===== src/rtl/truth_table_scanner_pkg.sv =====
// Shared types and constants for the truth-table scanner.
package truth_table_scanner_pkg;

  localparam int unsigned N_IN_DEFAULT          = 4;
  localparam int unsigned TT_WIDTH              = 2 ** N_IN_DEFAULT;
  localparam int unsigned SETTLE_CYCLES_DEFAULT = 2;

  // Golden table of the lab gate Q = AB + BCD (minterms 7, 12..15).
  localparam logic [TT_WIDTH-1:0] LAB_GOLDEN_TT = 16'hF080;

  typedef enum logic [1:0] {
    IDLE,
    SETTLE,
    SAMPLE,
    DONE
  } scan_state_e;

  function automatic int unsigned settle_cnt_width(input int unsigned settle);
    return (settle > 1) ? $clog2(settle) : 1;
  endfunction

endpackage


===== src/rtl/truth_table_scanner_if.sv =====
// Handshake/data bundle between a scanner and its controller/DUT side.
// Optional macro TRUTH_TABLE_ERRCNT_EN adds err_count.
interface truth_table_scanner_if #(
  parameter int unsigned N_IN = 4
);
  localparam int unsigned TW = 2 ** N_IN;

  logic            start;
  logic [TW-1:0]   expected;
  logic            q_in;
  logic [N_IN-1:0] abcd_out;
  logic            busy;
  logic            done;
  logic [TW-1:0]   table_out;
  logic            match;
`ifdef TRUTH_TABLE_ERRCNT_EN
  logic [N_IN:0]   err_count;

  modport master (
    output start, expected, q_in,
    input  abcd_out, busy, done, table_out, match, err_count
  );
  modport slave (
    input  start, expected, q_in,
    output abcd_out, busy, done, table_out, match, err_count
  );
`else
  modport master (
    output start, expected, q_in,
    input  abcd_out, busy, done, table_out, match
  );
  modport slave (
    input  start, expected, q_in,
    output abcd_out, busy, done, table_out, match
  );
`endif

endinterface


===== src/rtl/truth_table_scanner_settle_timer.sv =====
// Loadable up/down counter with clear and terminal-count flag.
module truth_table_scanner_settle_timer #(
  parameter int unsigned W = 2
) (
  input  logic         clk,
  input  logic         rst,
  input  logic         clr,
  input  logic         load,
  input  logic [W-1:0] load_val,
  input  logic         en,
  input  logic         up,
  input  logic [W-1:0] term,
  output logic [W-1:0] cnt,
  output logic         tc
);

  always_ff @(posedge clk) begin
    if (rst || clr) begin
      cnt <= '0;
    end else if (load) begin
      cnt <= load_val;
    end else if (en) begin
      cnt <= up ? cnt + W'(1) : cnt - W'(1);
    end
  end

  assign tc = (cnt == term);

endmodule


===== src/rtl/truth_table_scanner.sv =====
// Sweeps all input vectors over a combinational DUT and compares the captured
// truth table with a golden one. Optional macro TRUTH_TABLE_ERRCNT_EN adds err_count.
module truth_table_scanner
  import truth_table_scanner_pkg::*;
#(
  parameter int unsigned N_IN          = N_IN_DEFAULT,
  parameter int unsigned SETTLE_CYCLES = SETTLE_CYCLES_DEFAULT
) (
  input logic                 clk,
  input logic                 rst,
  truth_table_scanner_if.slave bus
);

  localparam int unsigned     TW       = 2 ** N_IN;
  localparam int unsigned     CW       = settle_cnt_width(SETTLE_CYCLES);
  localparam logic [CW-1:0]   CNT_LAST = CW'(SETTLE_CYCLES - 1);
  localparam logic [N_IN-1:0] IDX_LAST = '1;

  scan_state_e     state;
  logic [N_IN-1:0] index;
  logic [TW-1:0]   exp_reg;
  logic [TW-1:0]   table_q;
  logic            busy_q;
  logic            done_q;
  logic            match_q;

  logic [CW-1:0]   cnt;
  logic            cnt_tc;
  logic            accept;
  logic            timer_clr;
  logic            timer_en;

  assign accept    = (state == IDLE) && bus.start;
  // Holding the count at its terminal value keeps it bounded while the FSM leaves SETTLE.
  assign timer_clr = accept || (state == SAMPLE);
  assign timer_en  = (state == SETTLE) && !cnt_tc;

  truth_table_scanner_settle_timer #(
    .W (CW)
  ) u_settle_timer (
    .clk      (clk),
    .rst      (rst),
    .clr      (timer_clr),
    .load     (1'b0),
    .load_val ('0),
    .en       (timer_en),
    .up       (1'b1),
    .term     (CNT_LAST),
    .cnt      (cnt),
    .tc       (cnt_tc)
  );

  always_ff @(posedge clk) begin
    if (rst) begin
      state   <= IDLE;
      index   <= '0;
      exp_reg <= '0;
      table_q <= '0;
      busy_q  <= 1'b0;
      done_q  <= 1'b0;
      match_q <= 1'b0;
    end else begin
      done_q <= 1'b0;
      case (state)
        IDLE: begin
          if (bus.start) begin
            index   <= '0;
            table_q <= '0;
            match_q <= 1'b0;
            exp_reg <= bus.expected;
            busy_q  <= 1'b1;
            state   <= SETTLE;
          end
        end
        SETTLE: begin
          if (cnt_tc) begin
            state <= SAMPLE;
          end
        end
        SAMPLE: begin
          table_q[index] <= bus.q_in;
          if (index == IDX_LAST) begin
            state <= DONE;
          end else begin
            index <= index + N_IN'(1);
            state <= SETTLE;
          end
        end
        DONE: begin
          done_q  <= 1'b1;
          busy_q  <= 1'b0;
          match_q <= (table_q == exp_reg);
          state   <= IDLE;
        end
        default: state <= IDLE;
      endcase
    end
  end

  assign bus.abcd_out  = index;
  assign bus.busy      = busy_q;
  assign bus.done      = done_q;
  assign bus.table_out = table_q;
  assign bus.match     = match_q;

`ifdef TRUTH_TABLE_ERRCNT_EN
  logic [N_IN:0] err_q;

  always_ff @(posedge clk) begin
    if (rst || accept) begin
      err_q <= '0;
    end else if ((state == SAMPLE) && (bus.q_in != exp_reg[index])) begin
      err_q <= err_q + (N_IN + 1)'(1);
    end
  end

  assign bus.err_count = err_q;
`endif

endmodule


===== src/flat_wrapper.sv =====
// flat-port wrapper written by rule: the top's interface ports become plain ports
module truth_table_scanner_flat import truth_table_scanner_pkg::*;
#(
  parameter int unsigned N_IN          = N_IN_DEFAULT,
  parameter int unsigned SETTLE_CYCLES = SETTLE_CYCLES_DEFAULT
)
  (clk, rst, bus_start, bus_expected, bus_q_in, bus_abcd_out, bus_busy, bus_done, bus_table_out, bus_match);
  truth_table_scanner_if #(.N_IN(N_IN)) bus_i ();
  input logic clk;
  input logic rst;
  input wire logic [$bits(bus_i.start)-1:0] bus_start;
  input wire logic [$bits(bus_i.expected)-1:0] bus_expected;
  input wire logic [$bits(bus_i.q_in)-1:0] bus_q_in;
  output wire logic [$bits(bus_i.abcd_out)-1:0] bus_abcd_out;
  output wire logic [$bits(bus_i.busy)-1:0] bus_busy;
  output wire logic [$bits(bus_i.done)-1:0] bus_done;
  output wire logic [$bits(bus_i.table_out)-1:0] bus_table_out;
  output wire logic [$bits(bus_i.match)-1:0] bus_match;
  assign bus_i.start = bus_start;
  assign bus_i.expected = bus_expected;
  assign bus_i.q_in = bus_q_in;
  assign bus_abcd_out = bus_i.abcd_out;
  assign bus_busy = bus_i.busy;
  assign bus_done = bus_i.done;
  assign bus_table_out = bus_i.table_out;
  assign bus_match = bus_i.match;
  truth_table_scanner #(.N_IN(N_IN), .SETTLE_CYCLES(SETTLE_CYCLES)) u_core (.clk(clk), .rst(rst), .bus(bus_i));
endmodule

===== config.mk =====
export PLATFORM = sky130hd
export DESIGN_NAME = truth_table_scanner_flat
export DESIGN_NICKNAME = d
export VERILOG_FILES = /design/src/rtl/truth_table_scanner_pkg.sv /design/src/rtl/truth_table_scanner_if.sv /design/src/rtl/truth_table_scanner_settle_timer.sv /design/src/rtl/truth_table_scanner.sv /design/src/flat_wrapper.sv
export SDC_FILE = /design/constraint.sdc
export NUM_CORES = 1
export LEC_CHECK = 0
export CORE_MARGIN = 5
export CORE_UTILIZATION = 51
export CTS_BUF_LIST = sky130_fd_sc_hd__clkbuf_4
export CTS_CLUSTER_DIAMETER = 40
export DETAILED_ROUTE_END_ITERATION = 8
export HOLD_SLACK_MARGIN = 0.05
export PLACE_DENSITY_LB_ADDON = 0.15
export SYNTH_ARGS = -nofsm -noshare
export SYNTH_HDL_FRONTEND = slang
export SYNTH_SLANG_ARGS = --single-unit

===== constraint.sdc =====
create_clock -name clk -period 1.76 [get_ports clk]
set_input_delay 0.264 -clock clk [delete_from_list [all_inputs] [get_ports clk]]
set_output_delay 0.264 -clock clk [all_outputs]
set_load 0.05 [all_outputs]

==> parameters.txt <==
Parameter                              Value

Clock tree
  Number of buffers inserted for hold repair after clock tree synthesis    0
  Clock latency on the worst-skew pair    0.35 ns
  Clock Pin Slew Worst Setup and Hold Paths    0.12 ns
  CTS HTree Levels    2
  CTS Root Buffer Type    sky130_fd_sc_hd__clkbuf_4
  Number of clock sinks seen by CTS    42
  TritonCTS clock tree    yes
  CTS Buf Count    5
  Maximum root-to-sink buffer count    2

Yosys
  Netlist cell types    28
  Complex-gate fraction of the synthesized area    0.158
  Syn Std Cell Area    1900 sq um
  Area share of and/or/nand/nor cells after synthesis    0.246
  Arithmetic-cell share of the synthesized area counting full adders, half adders and majority gates    0.0264
  Avg Cell Area, Syn    8.17 sq um
  Cell count after synthesis    232
  Combinational family with the most area after synthesis    simple AND/OR/NAND/NOR gates
  Syn_nets    256
  XOR/XNOR Fraction of Synth Area    0.0785
  Fraction of synthesized area in multiplexers    0.00528
  Yosys warning total    0
  FF+latch count, synth    42
  Sequential-to-total area share from yosys stat    0.444

Floorplanning
  Die W    71.0 um
  Standard-cell row count    22
  Number of placed I/O pins    43
  Std-Cell Core Area    3630 sq um
  Die Area    5040 sq um
  Starting Density    0.522
  Height of the die    71.0 um

Place
  Placer congestion estimate    0.846
  Placement-stage worst setup slack    0.135 ns
  Half-perimeter wire length of the detailed placement result    3380 um
  Number of instances in the placed design    314
  Port Buffer Count    42
  Placed inst area    2350 sq um

Power
  Power density relative to cell area    746 nW/um^2
  Worst ir drop on vdd    0.529 mV
  Leakage power total    0.982 nW

Critical path
  Critical Path RT    2.05 ns
  Highest-delay cell along the critical path    sky130_fd_sc_hd__dfxtp_1
  Stage delay of the slowest cell on the critical path    0.48 ns
  Crit path kind    flop to flop
  Critical path launch point type    flop
  CP Data Arrival Time    1.81 ns
  Series of cell instances along the critical path    nand2_1 -> nor4_1 -> nand4_1 -> o21ai_1
  Crit path capture type    flop
  Biggest fanout along the worst timing path    8

Finish
  Commonest non-fill, non-tap cells in the layout    sky130_fd_sc_hd__nand2_1 (42), sky130_fd_sc_hd__dfxtp_1 (42), sky130_fd_sc_hd__a21oi_1 (36)
  Final instance count without filler cells    321
  Sequential Area    841 sq um
  Final Instance Area    2420 sq um
  Synthesis-to-finish area growth    27.7%
  Number of antenna repair diodes    0
  Filler cell count    335
  Area used by multi-input combinational logic    980 sq um
  Final nets    297
  Ratio of cells with drive above 1 in the final layout    0.147

Detailed routing
  Iteration-0 DRC Markers    131
  Routed via count divided by cell count    5.46
  Number of detailed-route iterations in the first pass    4
  Antenna Nets Post-Route    0
  Routed wire per std cell    14.8 um
  Vias after detailed routing    1,754
  Number of DRC violations after detailed routing    0
  Total length of routed wires    4760 um

Global routing
  Number of antenna violations at the first check in global routing    0
  Vias in the first global route    1,683
  Total Routing Usage GR    0.188
  Maximum number of pins on one net before global-route repair    43
  Wire length of the first global-routing pass    7730 um
  Total congestion overflow after global routing    0

Timing
  Number of endpoints failing setup at the final stage    0
  Final TNS setup    0 ns
  Slew at the pin closest to its max-slew limit    0.506 ns
  Share of the clock period used by the worst path after layout    0.858
  Worst hold slack after final layout    0.448 ns
  RSZ-0062 raised after global routing    no
  Final critical path time including I/O delays and setup    1.51 ns
  Slew Limit Fails    0
  Max Fclk    0.662 GHz
  Worst-case setup margin in the final layout    0.250 ns
  Final hold violations    0
  Clock Skew    0.0107 ns
  Worst relative slew slack    0.663

Outcome
  Status    complete, no violations

Worst hold path
  Type of the tightest min-delay check    input pin to flop

Flow run
  Count of maximum capacitance violations    0
[metal layers]
metal	up-vias	wire, um	track usage
li1	883	-	-
met1	806	2050	0.239
met2	50	2290	0.303
met3	15	299	0.0540
met4	0	116	0.0710
met5	-	0	0
[layout make-up]
| cell class | count | share of cell area |
|---|---|---|
| Multi-Input combinational cell | 172 | 0.405 |
| Clock buffer | 5 | 0.0155 |
| Sequential cell | 42 | 0.347 |
| Tap cell | 48 | 0.0248 |
| Clock inverter | 2 | 0.0140 |
| Timing Repair Buffer | 50 | 0.191 |
| Inverter | 2 | 0.00310 |
[cells by family (layout without fill, tap and decap cells)]
family,after synthesis,in the layout
adders and majority gates,4,4
DFF,42,42
muxes,1,1
and+or+nand+nor,98,98
AOI/OAI and AO/OA,52,52
xor gates and xnor gates,17,17
buffers and inverters,18,59
[per-stage QoR]
stage          utilization  total power [W]
4_1_cts              0.666          0.00183
5_1_grt              0.666          0.00188
3_5_place_dp         0.647          0.00124
6_report             0.666          0.00181
2_1_floorplan            -          0.00115
3_3_place_gp         0.647          0.00124
[worst paths after layout]
check,startpoint,end,slack (ns),cells after the start
setup / recovery,u_core.state[1],u_core.bus.match,0.25,4
hold / removal,bus_expected[5],u_core.exp_reg[5],0.45,3
setup reg to reg,u_core.state[1],u_core.bus.match,0.25,4
hold reg to reg,u_core.u_settle_timer.cnt,u_core.state[1],0.47,2
[Yosys cell counts (all sizes together)]
| cell type | instances | area [sq um] |
|---|---|---|
| a21oi | 36 | 180 |
| a31oi | 1 | 6.26 |
| and2 | 3 | 22.5 |
| and3 | 2 | 12.5 |
| and3b | 1 | 8.76 |
| buf | 8 | 42.5 |
| clkbuf | 8 | 30.0 |
| dfxtp | 42 | 841 |
| ha | 4 | 50.1 |
| inv | 2 | 7.51 |
| mux2i | 1 | 10.0 |
| nand2 | 42 | 158 |
| nand2b | 3 | 18.8 |
| nand3 | 18 | 90.1 |
| nand3b | 2 | 15.0 |
| nand4 | 5 | 31.3 |
| nor2 | 11 | 41.3 |
| nor2b | 4 | 25.0 |
| nor3 | 2 | 10.0 |
| nor3b | 1 | 7.51 |
| nor4 | 4 | 25.0 |
| o211ai | 10 | 75.1 |
| o21ai | 1 | 5.00 |
| o21bai | 1 | 7.51 |
| o311ai | 3 | 26.3 |
| xnor2 | 3 | 26.3 |
| xor2 | 14 | 123 |
[critical path: cells and delay by family (launching register included)]
kind               cells  cell delay [ns]
DFF                    1             0.48
AOI/OAI and AO/OA      1             0.15
and+or+nand+nor        3             0.84
[report_power, final]
part	switching [W]	internal (W)	leakage (nW)
clock network	0.000298	0.000287	0.0387
registers	0.0000253	0.000982	0.342
logic	0.000112	0.000100	0.602
total	0.000436	0.00137	0.982
[repair_timing]
item | 4_1_cts | 5_1_grt
setup endpoints to repair | 1 | 0
buffers inserted | 0 | 0
resized for setup | 1 | 0
Note: power is estimated with default switching activity, not from simulation.
